<file path="src/rtl/booth_pkg.sv">
// Shared types and constants for the radix-4 Booth sequential multiplier.
// Latency: n/a (package only).
// Backpressure: n/a (package only).
package booth_pkg;

    localparam int WIDTH = 64;
    localparam int ACC_W = 66;
    localparam int ITERS = 32;
    localparam int CNT_W = 5;

    localparam logic [CNT_W-1:0] LAST_ITER = CNT_W'(ITERS - 1);

    typedef enum logic [1:0] {
        IDLE,
        NEG,
        CALC,
        DONE
    } state_t;

    // Partial-product select codes produced by the digit decoder.
    typedef enum logic [2:0] {
        SEL_ZERO,
        SEL_POS1,
        SEL_POS2,
        SEL_NEG1,
        SEL_NEG2
    } sel_t;

    // Radix-4 Booth digits: {b[2i+1], b[2i], b[2i-1]}.
    localparam logic [2:0] DIG_ZERO_L = 3'b000;
    localparam logic [2:0] DIG_POS1_L = 3'b001;
    localparam logic [2:0] DIG_POS1_H = 3'b010;
    localparam logic [2:0] DIG_POS2   = 3'b011;
    localparam logic [2:0] DIG_NEG2   = 3'b100;
    localparam logic [2:0] DIG_NEG1_L = 3'b101;
    localparam logic [2:0] DIG_NEG1_H = 3'b110;
    localparam logic [2:0] DIG_ZERO_H = 3'b111;

    function automatic sel_t booth_decode(input logic [2:0] dig);
        sel_t sel;
        sel = SEL_ZERO;
        case (dig)
            DIG_POS1_L, DIG_POS1_H: sel = SEL_POS1;
            DIG_POS2:               sel = SEL_POS2;
            DIG_NEG2:               sel = SEL_NEG2;
            DIG_NEG1_L, DIG_NEG1_H: sel = SEL_NEG1;
            default:                sel = SEL_ZERO;
        endcase
        return sel;
    endfunction

    function automatic logic [ACC_W-1:0] sext_acc(input logic [WIDTH-1:0] v);
        return {{(ACC_W - WIDTH){v[WIDTH-1]}}, v};
    endfunction

endpackage

</file>
<file path="src/rtl/adder_66.sv">
// Plain 66-bit binary adder shared by the multiplier datapath.
// Latency: combinational.
// Backpressure: none.
module adder_66 (
    input  logic [65:0] a,
    input  logic [65:0] b,
    output logic [65:0] sum,
    output logic        cout
);

    // Full-width add with carry-out exposed.
    assign {cout, sum} = {1'b0, a} + {1'b0, b};

endmodule

</file>
<file path="src/rtl/booth_pp_sel.sv">
// Maps a radix-4 Booth digit to its 66-bit partial product (0, +-A, +-2A).
// Latency: combinational.
// Backpressure: none.
module booth_pp_sel
    import booth_pkg::*;
(
    input  logic [2:0]       dig,
    input  logic [ACC_W-1:0] a_ext,
    input  logic [ACC_W-1:0] nega,
    output logic [ACC_W-1:0] pp
);

    // Select the partial product; doubling is a 1-bit left shift within ACC_W.
    always_comb begin
        pp = '0;
        case (booth_decode(dig))
            SEL_POS1: pp = a_ext;
            SEL_POS2: pp = {a_ext[ACC_W-2:0], 1'b0};
            SEL_NEG1: pp = nega;
            SEL_NEG2: pp = {nega[ACC_W-2:0], 1'b0};
            default:  pp = '0;
        endcase
    end

endmodule

</file>
<file path="src/rtl/booth_mul_seq.sv">
// Sequential signed 64x64->128 radix-4 Booth multiplier built around one shared adder_66.
// Latency: out_valid 34 cycles after accept; one product per 35 cycles at best.
// Backpressure: p held in DONE until out_ready; in_ready only in IDLE.
module booth_mul_seq #(
    parameter int WIDTH = 64  // datapath is fixed to 64 by the 66-bit adder
) (
    input  logic               clk,
    input  logic               rst,
    input  logic               in_valid,
    output logic               in_ready,
    input  logic [WIDTH-1:0]   a,
    input  logic [WIDTH-1:0]   b,
    output logic               out_valid,
    input  logic               out_ready,
    output logic [2*WIDTH-1:0] p
);

    import booth_pkg::*;

    state_t             state_q;
    state_t             state_d;
    logic [WIDTH-1:0]   a_q;
    logic [WIDTH:0]     mul_q;    // {b, 1'b0}; product low bits shift in from the top
    logic [ACC_W-1:0]   acc_q;
    logic [ACC_W-1:0]   nega_q;
    logic [CNT_W-1:0]   cnt_q;
    logic [2*WIDTH-1:0] p_q;

    logic [ACC_W-1:0]       a_ext;
    logic [ACC_W-1:0]       pp;
    logic [ACC_W-1:0]       add_a;
    logic [ACC_W-1:0]       add_b;
    logic [ACC_W-1:0]       add_sum;
    logic                   unused_cout;
    logic [ACC_W+WIDTH:0]   shift_d;

    assign a_ext = sext_acc(a_q);
    assign p     = p_q;

    booth_pp_sel u_pp_sel (
        .dig   (mul_q[2:0]),
        .a_ext (a_ext),
        .nega  (nega_q),
        .pp    (pp)
    );

    // The only adder: forms -A in NEG, acc + pp in CALC.
    adder_66 u_add (
        .a    (add_a),
        .b    (add_b),
        .sum  (add_sum),
        .cout (unused_cout)
    );

    // Adder operand steering and the 2-bit arithmetic shift of {sum, multiplier}.
    always_comb begin
        add_a = acc_q;
        add_b = pp;
        if (state_q == NEG) begin
            add_a = ~a_ext;
            add_b = ACC_W'(1);
        end
        shift_d = $signed({add_sum, mul_q}) >>> 2;
    end

    // Next-state and handshake outputs.
    always_comb begin
        state_d   = state_q;
        in_ready  = 1'b0;
        out_valid = 1'b0;
        case (state_q)
            IDLE: begin
                in_ready = 1'b1;
                if (in_valid) state_d = NEG;
            end
            NEG:  state_d = CALC;
            CALC: if (cnt_q == LAST_ITER) state_d = DONE;
            DONE: begin
                out_valid = 1'b1;
                if (out_ready) state_d = IDLE;
            end
            default: state_d = IDLE;
        endcase
    end

    // State register.
    always_ff @(posedge clk) begin
        if (rst) state_q <= IDLE;
        else     state_q <= state_d;
    end

    // Operand capture, -A precompute, Booth iterations and result capture.
    always_ff @(posedge clk) begin
        if (rst) begin
            a_q    <= '0;
            mul_q  <= '0;
            acc_q  <= '0;
            nega_q <= '0;
            cnt_q  <= '0;
            p_q    <= '0;
        end else begin
            case (state_q)
                IDLE: begin
                    if (in_valid) begin
                        a_q   <= a;
                        mul_q <= {b, 1'b0};
                        acc_q <= '0;
                        cnt_q <= '0;
                    end
                end
                NEG: nega_q <= add_sum;
                CALC: begin
                    acc_q <= shift_d[ACC_W+WIDTH:WIDTH+1];
                    mul_q <= shift_d[WIDTH:0];
                    cnt_q <= cnt_q + CNT_W'(1);
                    // After the last shift, the product is acc[63:0] above mul[64:1].
                    if (cnt_q == LAST_ITER) p_q <= shift_d[2*WIDTH:1];
                end
                default: ;
            endcase
        end
    end

endmodule

</file>
<file path="config.mk">
export PLATFORM = sky130hd
export DESIGN_NAME = booth_mul_seq
export DESIGN_NICKNAME = d
export VERILOG_FILES = /design/src/rtl/booth_pkg.sv /design/src/rtl/adder_66.sv /design/src/rtl/booth_pp_sel.sv /design/src/rtl/booth_mul_seq.sv
export SDC_FILE = /design/constraint.sdc
export NUM_CORES = 1
export LEC_CHECK = 0
export ABC_AREA = 1
export CORE_UTILIZATION = 40
export CTS_BUF_LIST = sky130_fd_sc_hd__clkbuf_16
export DETAILED_ROUTE_END_ITERATION = 16
export GPL_TIMING_DRIVEN = 0
export HOLD_SLACK_MARGIN = 0.06
export PLACE_DENSITY = 0.66
export SYNTH_ARGS = -nofsm -noshare
export SYNTH_HDL_FRONTEND = slang
export SYNTH_SLANG_ARGS = --single-unit
</file>
<file path="constraint.sdc">
create_clock -name clk -period 4.5 [get_ports clk]
set_input_delay 0.9 -clock clk [delete_from_list [all_inputs] [get_ports clk]]
set_output_delay 0.9 -clock clk [all_outputs]
set_load 0.02 [all_outputs]
</file>
==> impl_metrics.py <==
metrics = {
    "placed_design": {
        "portBuffers": 260,
        "dp_cells": 4579,
        "dp_hpwl_um": 66600,
        "gp_congestion": 1.00,
        "post-place-ws_ps": -742,
    },
    "floorplan": {
        "start_util_pct": 40.8,
        "io_pins": 262,
        "row_count": 86,
        "die_area_um2": 57500,
        "die_x_um": 240,
        "coreArea_um2": 55400,
        "die_h_um": 240,
    },
    "synthesis": {
        "yosys_register_bits": 394,
        "synth_cell_types": 39,
        "synth_top_area_share_pct": 34.9,
        "syn_inst": 3570,
        "yosysTopAreaCell": "dfxtp_1",
        "syn-num-nets": 3774,
        "synth_area_um2": 22600,
        "avgSynthCellArea_um2": 6.33,
        "synth-seq-area-share_pct": 34.9,
        "synthTopCellsByArea": "dfxtp_1 35%, nand2_1 14%, inv_1 8.6%, o21ai_0 8.1%, nor2_1 7.5%",
        "yosysWarnings": 0,
    },
    "timing": {
        "maxSlewHeadroom_pct": 8.94,
        "tightest_slew_ps": 1370,
        "hold_violations": 0,
        "finalWorstSetupSlack_ps": 206,
        "setup_viol": 0,
        "period_minus_slack_ps": 4290,
        "drv_slew": 0,
        "fmax_mhz": 233,
        "fin_crit_sh_pct": 95.4,
        "setup_tns_ps": 0,
        "whs_ps": 464,
        "finalClockSkew_ps": 24.2,
    },
    "route": {
        "vias_per_cell": 5.18,
        "wl_um": 84200,
        "drtPass1Iterations": 6,
        "drc": 0,
        "detail_route.wl_per_cell_um": 18.1,
        "drt_iter0_markers": 1755,
        "num_vias": 24100,
        "antenna_left": 0,
    },
    "min_path": {
        "hold_class": "flip-flop to flip-flop",
        "worstHoldPathCells": 2,
    },
    "setup_path": {
        "cp_data_arrival_time_ps": 4760,
        "ff2ff_path_depth": 20,
        "setup.worst_path.end_class": "flip-flop",
        "cp.required_ps": 4970,
        "crit_fanout": 10,
        "start_kind": "flip-flop",
        "path_class": "flip-flop to flip-flop",
    },
    "grt": {
        "grtUsageTotal_pct": 29.1,
        "grt_pass1_wl_um": 129000,
        "grt_pass1_vias": 23000,
        "antenna_found_initial": 8,
        "gr-total-overflow": 0,
        "grt_max_degree": 14,
    },
    "layout": {
        "drive_gt1_share_pct": 4.22,
        "final_nets": 4082,
        "stdcell_count": 4659,
        "fill_cells": 5885,
        "final_common_cell": "nand2_1",
        "synthToLayoutAreaGrowth_pct": 22.1,
        "mostFrequentLayoutCells": "815 x nand2_1, 526 x inv_1, 449 x nor2_1, 394 x dfxtp_1, 367 x o21ai_0",
    },
    "pwr": {
        "p_int_mw": 7.71,
        "vdd_ir_drop_max_uv": 348,
        "p_comb_share_pct": 39.2,
        "net-switching-power_mw": 5.66,
        "power_density_nw_per_um2": 484,
        "seqPwrFrac_pct": 34.5,
        "p_leak_nw": 12.3,
        "power.share.switching_pct": 42.3,
        "clkPwrFrac_pct": 26.2,
    },
    "clocking": {
        "cts_buffers": 44,
        "cts_buffer_depth": 3,
        "cts_max_level": 2,
        "cts_tree": "done",
        "clock_sinks": 394,
        "insertion_delay_ps": 590,
        "path_clk_slew_ps": 60,
        "cts-root-buf": "clkbuf_16",
    },
    "outcome": {
        "status": "complete, no violations",
    },
    "flow_run": {
        "maxCapViolCount": 0,
    },
}
worst max-delay path, stage by stage, from the launching register on:
cell and delay [ps]:
dfxtp_1 370, or2_1 200, nand2_1 140, nor2_2 220, buf_4 300, clkbuf_1 500, a221oi_1 160, nor2_1 120
ha_1 310, a21oi_1 360, o21ai_0 240, inv_1 90, nand2_1 60, inv_1 50, nand2_1 140, a21oi_1 260
nand2_1 110, nand2_1 90, nand3_1 240, nand2_1 140, inv_1 40
flip-flops by register name, summed over array words and instances, names as in the netlist:
signal,flops
a_q,64
acc_q,64
cnt_q,5
mul_q,65
nega_q,66
p,128
state_q,2
repair_timing:
action | in CTS | in global routing
buffers inserted | 1 | 0
setup endpoints to repair | 168 | 79
hold buffers | 0 | 0
gates resized for setup | 11 | 21
worst paths after layout:
check                 start  slack (ps)         to
setup / recovery   mul_q[1]         210     p[127]
hold / removal    acc_q[28]         460  acc_q[28]
setup reg to reg   mul_q[1]         210     p[127]
hold reg to reg   acc_q[28]         460  acc_q[28]
metrics by stage:
| stage | total power [mW] | util (%) | area, um2 |
|---|---|---|---|
| 6_report | 13.4 | 49.8 | 27600 |
| 2_1_floorplan | 8.03 | - | 22600 |
| 5_1_grt | 14.2 | 49.8 | 27600 |
| 3_3_place_gp | 9.72 | 47.2 | 26100 |
| 3_5_place_dp | 9.79 | 47.2 | 26200 |
| 4_1_cts | 13.3 | 49.7 | 27600 |
area by class of cell:
type | instances | area, um2 | area share [%]
Antenna cell | 1 | 2.50 | 0.00906
Buffer | 186 | 803 | 2.91
Clock buffer | 44 | 1100 | 3.99
Clock inverter | 34 | 278 | 1.01
Inverter | 525 | 1970 | 7.15
Multi-Input combinational cell | 2465 | 12000 | 43.5
Sequential cell | 394 | 7890 | 28.6
Tap cell | 748 | 936 | 3.39
Timing Repair Buffer | 262 | 2630 | 9.51
per-layer routing:
metal	track usage (%)	part of all wire, %	vias to the layer above	wire length (um)
li1	-	-	12100	-
met1	37.2	43	11100	35900
met2	47.6	45	816	37800
met3	6.98	9.1	143	7700
met5	0	0.052	-	44
met4	10.1	3.3	6	2800
cell usage after synthesis (all sizes together):
library cell,count
clkbuf,144
o221ai,2
a21o,1
a221oi,63
xnor2,1
o22ai,63
nor2,464
nor4,2
or2,3
nand3,159
o211ai,2
nand4,7
nand2,842
buf,41
a31oi,63
a22oi,1
dfxtp,394
inv,525
fa,1
ha,71
dlygate4sd1,1
nor3,20
o21bai,5
o21a,1
o21ai,370
xor2,31
a21oi,291
a211oi,2
cells by family (layout without fill, tap and decap cells):
logic type | Yosys count | count (layout) | share of synthesized area, %
fa+ha+maj | 72 | 72 | 4.02
simple gates | 1497 | 1497 | 26.5
xor+xnor | 32 | 32 | 1.34
flops | 394 | 394 | 34.9
other cells | 0 | 1 | 0
compound gates | 864 | 864 | 21.1
buf+inv | 711 | 1051 | 12.1
power by group through the flow:
stage | clock network, mW | registers [mW] | logic, mW
2_1_floorplan | 0 | 4.53 | 3.51
3_3_place_gp | 0 | 4.66 | 5.06
3_5_place_dp | 0 | 4.67 | 5.12
4_1_cts | 3.56 | 4.60 | 5.17
5_1_grt | 3.71 | 4.70 | 5.82
6_report | 3.51 | 4.62 | 5.25
Note: power is estimated with default switching activity, not from simulation.
